**src/rtl/pll_reset_pkg.sv**
```systemverilog
// Shared types and helpers for the PLL reset controller.
// FAULT exists in every build; it is unreachable when PLL_AUTO_RELOCK_EN is defined.
package pll_reset_pkg;

    typedef enum logic [2:0] {
        RESET_PLL = 3'd0,
        WAIT_LOCK = 3'd1,
        STABLE    = 3'd2,
        RUN       = 3'd3,
        FAULT     = 3'd4
    } state_e;

    // Width of the shared counter. It is at least one bit, even when every limit is 1.
    function automatic int unsigned cnt_width(input int unsigned a, input int unsigned b,
                                              input int unsigned c);
        int unsigned m;
        m = a;
        if (b > m) m = b;
        if (c > m) m = c;
        return (m > 1) ? $clog2(m) : 1;
    endfunction

endpackage

```
**src/rtl/sync_2ff.sv**
```systemverilog
// Generic two-flop synchronizer with asynchronous active-high reset.
module sync_2ff #(
    parameter int unsigned WIDTH = 1
) (
    input  logic             clk,
    input  logic             rst,
    input  logic [WIDTH-1:0] d,
    output logic [WIDTH-1:0] q
);

    logic [WIDTH-1:0] meta;

    always_ff @(posedge clk or posedge rst) begin
        if (rst) begin
            meta <= '0;
            q    <= '0;
        end else begin
            meta <= d;
            q    <= meta;
        end
    end

endmodule

```
**src/rtl/pll_reset_ctrl.sv**
```systemverilog
// PLL reset sequencer: resets the PLL, waits for lock with timeout/retry, qualifies it, then releases sys_reset.
// Build option PLL_AUTO_RELOCK_EN: re-reset the PLL on lock loss instead of entering sticky FAULT.
module pll_reset_ctrl
    import pll_reset_pkg::*;
#(
    parameter int unsigned RST_CYCLES    = 16,
    parameter int unsigned LOCK_TIMEOUT  = 65536,
    parameter int unsigned STABLE_CYCLES = 1024,
    parameter int unsigned RETRY_W       = 4
) (
    input  logic               refclk,
    input  logic               rst,
    input  logic               pll_locked,
    output logic               pll_rst,
    output logic               sys_reset,
    output logic               ready,
    output logic               lock_lost,
    output logic [RETRY_W-1:0] retry_count
);

    localparam int unsigned CNT_W = cnt_width(RST_CYCLES, LOCK_TIMEOUT, STABLE_CYCLES);
    localparam logic [CNT_W-1:0] RST_LAST = CNT_W'(RST_CYCLES - 1);
    localparam logic [CNT_W-1:0] TO_LAST  = CNT_W'(LOCK_TIMEOUT - 1);
    localparam logic [CNT_W-1:0] STB_LAST = CNT_W'(STABLE_CYCLES - 1);

    state_e           state_q, state_d;
    logic [CNT_W-1:0] cnt_q;
    logic             locked_s;
    logic             retry_inc;

    sync_2ff #(
        .WIDTH (1)
    ) u_lock_sync (
        .clk (refclk),
        .rst (rst),
        .d   (pll_locked),
        .q   (locked_s)
    );

    always_comb begin
        state_d   = state_q;
        retry_inc = 1'b0;
        case (state_q)
            RESET_PLL: begin
                if (cnt_q == RST_LAST) state_d = WAIT_LOCK;
            end
            WAIT_LOCK: begin
                // Lock takes priority over a timeout landing in the same cycle.
                if (locked_s) begin
                    state_d = STABLE;
                end else if (cnt_q == TO_LAST) begin
                    state_d   = RESET_PLL;
                    retry_inc = 1'b1;
                end
            end
            STABLE: begin
                if (!locked_s)                state_d = WAIT_LOCK;
                else if (cnt_q == STB_LAST) state_d = RUN;
            end
            RUN: begin
                if (!locked_s) begin
                    retry_inc = 1'b1;
`ifdef PLL_AUTO_RELOCK_EN
                    state_d = RESET_PLL;
`else
                    state_d = FAULT;
`endif
                end
            end
            FAULT:   state_d = FAULT;
            default: state_d = RESET_PLL;
        endcase
    end

    // Outputs are decoded from the next state so they line up with the state register.
    always_ff @(posedge refclk or posedge rst) begin
        if (rst) begin
            state_q     <= RESET_PLL;
            cnt_q       <= '0;
            pll_rst     <= 1'b1;
            sys_reset   <= 1'b1;
            ready       <= 1'b0;
            lock_lost   <= 1'b0;
            retry_count <= '0;
        end else begin
            state_q <= state_d;
            if (state_d != state_q) begin
                cnt_q <= '0;
            end else if (state_q != RUN && state_q != FAULT) begin
                cnt_q <= cnt_q + 1'b1;
            end
            pll_rst   <= (state_d == RESET_PLL) || (state_d == FAULT);
            sys_reset <= (state_d != RUN);
            ready     <= (state_d == RUN);
            lock_lost <= (state_q == RUN) && !locked_s;
            if (retry_inc && (retry_count != '1)) retry_count <= retry_count + 1'b1;
        end
    end

endmodule

```
**config.mk**
```make
export PLATFORM = sky130hd
export DESIGN_NAME = pll_reset_ctrl
export DESIGN_NICKNAME = d
export VERILOG_FILES = /design/src/rtl/pll_reset_pkg.sv /design/src/rtl/sync_2ff.sv /design/src/rtl/pll_reset_ctrl.sv
export SDC_FILE = /design/constraint.sdc
export NUM_CORES = 1
export LEC_CHECK = 0
export BUFFER_PORTS_ARGS = -buffer_cell sky130_fd_sc_hd__clkbuf_2
export CORE_MARGIN = 4
export CORE_UTILIZATION = 59
export DETAILED_ROUTE_END_ITERATION = 8
export MAX_ROUTING_LAYER = met4
export PLACE_DENSITY_LB_ADDON = 0.3
export SLEW_MARGIN = 20
export SYNTH_ARGS = -nofsm -noshare
export SYNTH_HDL_FRONTEND = slang
export SYNTH_SLANG_ARGS = --single-unit
```
**constraint.sdc**
```tcl
create_clock -name refclk -period 2.8 [get_ports refclk]
set_clock_uncertainty 0.15 [all_clocks]
set_input_delay 0.28 -clock refclk [delete_from_list [all_inputs] [get_ports refclk]]
set_output_delay 0.28 -clock refclk [all_outputs]
set_load 0.02 [all_outputs]
```
Yosys cells after proc, flatten, opt, wreduce, memory -nomap -nowiden --
Index checks and enable logic that the tools add are counted.
Word-level totals: register bits 29, output and inout bits 8, logic and storage cells 46, input bits 3
Operators by class: $add $sub $neg 2, reduce and logical (&&, ||, !) cells 8, multiplexer cells 13, equal/unequal tests 14
Operators by type and width (number):
- 16-bit 2-to-1 mux | 2
- 3-bit 2-to-1 mux | 6
- 16-bit by 1-bit adder with 16-bit output, second input constant | 1
- 16-bit by 10-bit equality test with 1-bit output, second input constant | 1
- 16-bit equality test, second input constant | 1
- 16-bit by 4-bit equality test with 1-bit output, second input constant | 1
- 3-bit case mux with 5 select lines | 1
- 3-bit by 2-bit equality test with 1-bit output, second input constant | 3
- 3-bit equality test, second input constant | 2
- 3-bit logical NOT | 2
- 3-bit by 2-bit != test with 1-bit output, second input constant | 2
- 4-bit by 1-bit adder with 4-bit output, second input constant | 1
- 4-bit != test, second input constant | 1
- 3-bit by 1-bit equality test with 1-bit output, second input constant | 1
- 1-bit logical AND | 3
- 1-bit 2-to-1 mux | 3
- 3-bit != test | 1
- 3-bit != test, second input constant | 1
- 1-bit case mux with 2 select lines | 1
- 2-bit nonzero test | 1
- 1-bit logical NOT | 1
- 1-bit logical OR | 1

Logic depth before layout (Yosys ltp) --
depth after elaboration 6, mapped depth 7, gate-level depth less buffers 6

Cells and area by module --
From an unflattened synthesis, not the netlist that was laid out.
Second synthesis, totals: cell total of the unflattened synthesis 150, area, all modules 1545.2 µm²
Modules (own cells, without submodules):
- pll_reset_ctrl | times used 1, area an instance 1491.4 µm², cells an instance 147, sequential area each 678.2 µm²
- sync_2ff | times used 1, area an instance 53.8 µm², cells an instance 3, sequential area each 50.0 µm²

Least setup slack after synthesis --
Ideal clock, no wire load.
path type reg-to-reg, start point register cnt_q[1], end point register cnt_q[1], stages on the path, launching flop included 8, required time 2.573 ns, clock period less this slack 1.978 ns, library setup time 0.077 ns, path buffers 1, arrival time 1.750 ns, setup slack 0.822 ns, cell sequence dfrtp_1 ha_1 nand3_1 nor4_4 o21ai_2 or3b_1 buf_2 a21oi_1
Between the ends: word-level cells in the longest chain between the ends 6, elaborated cells on any way between the ends 14
RTL lines:
- start, declared | line pll_reset_ctrl.sv:27 | logic [CNT_W-1:0] cnt_q;
- start signal, assigned | line pll_reset_ctrl.sv:90 | cnt_q <= cnt_q + 1'b1;
- 16-bit by 10-bit equality test with 1-bit output / 16-bit equality test (equally long branches) | line pll_reset_ctrl.sv:58, pll_reset_ctrl.sv:51
- 3-bit 2-to-1 mux (on tied branches) | line pll_reset_ctrl.sv:58, pll_reset_ctrl.sv:51
- 3-bit 2-to-1 mux (on tied branches) | line pll_reset_ctrl.sv:57, pll_reset_ctrl.sv:49
- 3-bit case mux with 5 select lines | line pll_reset_ctrl.sv:43 | case (state_q)
- 3-bit != test | line pll_reset_ctrl.sv:87 | if (state_d != state_q) begin
- 16-bit 2-to-1 mux / 2-bit nonzero test (equally long branches)
Several ways; a longest one is shown, not always the timed one. The select of a mux whose other input is x is not followed. A chain may end at the register's enable or synchronous reset.

Worst setup path in the final report --
start point register cnt_q[1], end point register cnt_q[0]
Between the ends: word-level cells in the longest chain between the ends 6, elaborated cells on any way between the ends 12
RTL lines (line):
- 16-bit by 10-bit equality test with 1-bit output / 16-bit equality test (equally long branches) | pll_reset_ctrl.sv:58, pll_reset_ctrl.sv:51
- 3-bit 2-to-1 mux (on tied branches) | pll_reset_ctrl.sv:58, pll_reset_ctrl.sv:51
- 3-bit 2-to-1 mux (on tied branches) | pll_reset_ctrl.sv:57, pll_reset_ctrl.sv:49
- 3-bit case mux with 5 select lines * | pll_reset_ctrl.sv:43
- 3-bit != test * | pll_reset_ctrl.sv:87
- 16-bit 2-to-1 mux / 2-bit nonzero test (equally long branches)
Every way passes the cells marked *; elsewhere a longest branch is shown, timed or not.

==> summary.log <==
[finish] commonest non-fill, non-tap cell in the layout sky130_fd_sc_hd__dfrtp_1
[place] placed cell area 1620 sq um
[cts] H-tree Lvls 2
[cts] root cell of the clock tree sky130_fd_sc_hd__clkbuf_4
[timing] Max transition margin 60.9%
[floorplan] number of top-level pins 11
[finish] Area Overhead vs Synth 11.1%
[drt] number of search-and-repair iterations in the first detailed-routing pass 4
[place] number of placed instances, taps included 195
[timing] share of the cycle needed by the critical path after routing 81.5%
[synth] sequential area share after synthesis 47.0%
[status] run status finished, final reports clean
[floorplan] die width 59.2 um
[drt] Via-to-Cell Ratio 5.94
[synth] cell taking the most area after synthesis sky130_fd_sc_hd__dfrtp_1
[synth] warnings from Yosys 0
[timing] # setup viols final 0
[synth] Net Count, Synth 165
[cts] post-CTS setup-driven buffer insertion count 0
[place] worst-case setup slack after placement 0.610 ns
[floorplan] initial standard-cell utilization of the core 62.0%
[place] Port Buffer Count 10
[setup_path] data required time at the worst endpoint 2.91 ns
[finish] Filler cells 196
[synth] top cells by area, synth sky130_fd_sc_hd__dfrtp_1, sky130_fd_sc_hd__xor2_1, sky130_fd_sc_hd__nor2_1, sky130_fd_sc_hd__a21oi_1, sky130_fd_sc_hd__dfstp_2
[cts] post-cts repair resize count 0
[cts] number of sinks driven by the clock tree 29
[worst_hold_path] class of the worst hold path flop to flop
[drt] vias post-DR 1218
[power] cell leakage power 0.793 nW
[synth] commonest register cell after synthesis sky130_fd_sc_hd__dfrtp_1
[synth] asr flop ratio synth 100%
[drt] initial drt markers 88
[global_route] Tot GR Track Use 21.5%
[timing] Min Clock Period, post-route 2.28 ns
[place] total half-perimeter wirelength after legalization and detailed placement 2140 um
[cts] count of hold buffers inserted by post-cts repair 1
[synth] mean instance size in the synthesized netlist 9.68 sq um
[drt] final routed wirelength across all metal layers 3110 um
[synth] Post-Synthesis Cell Area 1550 sq um
[place] weighted congestion at the end of routability-driven global placement 0.939
[finish] commonest non-fill, non-tap cells in the layout sky130_fd_sc_hd__dfrtp_1, sky130_fd_sc_hd__nor2_1, sky130_fd_sc_hd__nand2_1, sky130_fd_sc_hd__a21oi_1, sky130_fd_sc_hd__clkbuf_2
[timing] unrepaired setup endpoints after global routing no
[floorplan] height of the chip 59.2 um
[setup_path] data arrival time of the critical path 2.39 ns
[floorplan] area of the die 3510 sq um
[floorplan] area of the core 2500 sq um
[finish] layout cells sized above 1 16.0%
[global_route] maximum number of pins on one net before global-route repair 30
[timing] maximum achievable frequency 0.438 GHz
[power] power density relative to cell area 768 nW/um^2
[global_route] wire length of the first global-routing pass 5300 um
[finish] total non-filler cell area in the finished layout 1720 sq um
[synth] post-synth top area share 43.6%
[finish] number of diodes 0
[finish] post-route insts no fill 205
[setup_path] Worst Setup Path Type flop to flop
[drt] post-detailed-route wirelength per cell 15.2 um
[timing] crit path setup slack, layout 0.519 ns
[timing] setup TNS 0 ns
[setup_path] element type at the critical path start flop
[cts] source-to-sink clock delay at the later pin of the worst-skew pair 0.33 ns
[timing] worst slew pin tran 0.586 ns
[global_route] initial antenna violation count 0
[cts] TritonCTS buffer count 5
[setup_path] largest fanout on the critical path 6
[global_route] via count of the first global-routing pass 1144
[setup_path] kind of end point of the critical path flop
[run] total of max-cap violations 0
[synth] EDFF count, synth 0
[drt] DRC violations left 0
[timing] max-slew violation total from the final report 0
[cts] Worst-path clk slew 0.09 ns
[cts] clock tree from TritonCTS yes
[finish] post-layout net count 179
[global_route] total congestion overflow after global routing 0
[floorplan] row count 18
[drt] post-route ant nets 0
[synth] count of cell types in the netlist 39
[timing] count of endpoints failing hold in the final timing report 0
[power] VDD IR max 623 uV
[cts] CTS Buffer Depth 2
[synth] number of flip-flops and latches in the synthesized netlist 29
[synth] Synth Instances 160
routing by layer:
layer / vias up / routed length (um) / global-route usage, %
met5: - / 0 / -
met4: 0 / 64 / 9.06
met2: 31 / 1490 / 30.6
li1: 592 / - / -
met1: 587 / 1370 / 26.8
met3: 8 / 183 / 8.93
kinds of logic (layout without fill, tap and decap cells):
logic type / count (synthesis) / in the layout / share of synthesized area [%]
adders and majority gates: 2 / 2 / 1.62
xor gates and xnor gates: 15 / 15 / 8.48
muxes: 2 / 2 / 1.45
DFF: 29 / 29 / 47.0
buffers and inverters: 7 / 22 / 1.86
and+or+nand+nor: 78 / 78 / 29.6
AOI/OAI and AO/OA: 27 / 27 / 9.94
cell usage after synthesis (all sizes together) (3+ instances only):
cell    instances
a21oi          12
and3            3
clkbuf          3
dfrtp          27
nand2          13
nand2b          8
nand3           7
nand4           7
nor2           19
nor4            6
o21a            3
o21ai           9
xnor2           6
xor2            9
power breakdown:
group / total [W] / switching (W) / internal, W
Combinational: 0.000383 / 0.000226 / 0.000156
Sequential: 0.000582 / 0.0000988 / 0.000483
Clock: 0.000357 / 0.000144 / 0.000213
path summary, 6_finish.rpt:
check	cells past startpoint	slack [ns]	endpoint	from
min reg2reg	0	0.20	u_lock_sync.q	u_lock_sync.meta
min in group asynchronous	3	0.41	retry_count[3]	rst
max	6	0.52	cnt_q[0]	cnt_q[1]
max in group asynchronous	3	1.70	cnt_q[2]	rst
max reg2reg	6	0.52	cnt_q[0]	cnt_q[1]
min	0	0.20	u_lock_sync.q	u_lock_sync.meta
layout make-up:
| type | count | area (sq um) | share of cell area [%] |
|---|---|---|---|
| sequential | 29 | 728 | 42.3 |
| clock buffer | 7 | 55.1 | 3.20 |
| clock inverter | 1 | 30.0 | 1.75 |
| tap | 30 | 37.5 | 2.18 |
| inverter | 2 | 7.51 | 0.436 |
| timing repair buffer | 12 | 70.1 | 4.07 |
| multi-input combinational | 124 | 792 | 46.0 |
stage by stage:
stage / power [W] / utilization, % / hold slack [ns]
CTS: 0.00133 / 68.4 / 0.0551
global placement: 0.000937 / 64.6 / 0.185
detailed placement: 0.000957 / 64.6 / 0.188
finish: 0.00132 / 68.8 / 0.204
global route: 0.00141 / 68.8 / 0.216
floorplan: 0.000871 / - / 0.161
worst max-delay path, cell delays in order (launching register included):
cell and delay [ns]:
sky130_fd_sc_hd__dfrtp_1 0.40, sky130_fd_sc_hd__ha_1 0.27, sky130_fd_sc_hd__nand3_1 0.26, sky130_fd_sc_hd__nor4_4 0.37, sky130_fd_sc_hd__o21ai_2 0.11, sky130_fd_sc_hd__or3b_1 0.47, sky130_fd_sc_hd__a21oi_1 0.17
sequential cells by signal (all words and copies together) (netlist names):
register / count
retry_count: 4
u_lock_sync.q: 1
pll_rst: 1
u_lock_sync.meta: 1
ready: 1
cnt_q: 16
state_q: 3
lock_lost: 1
sys_reset: 1
Power figures use the tool's default switching activity.
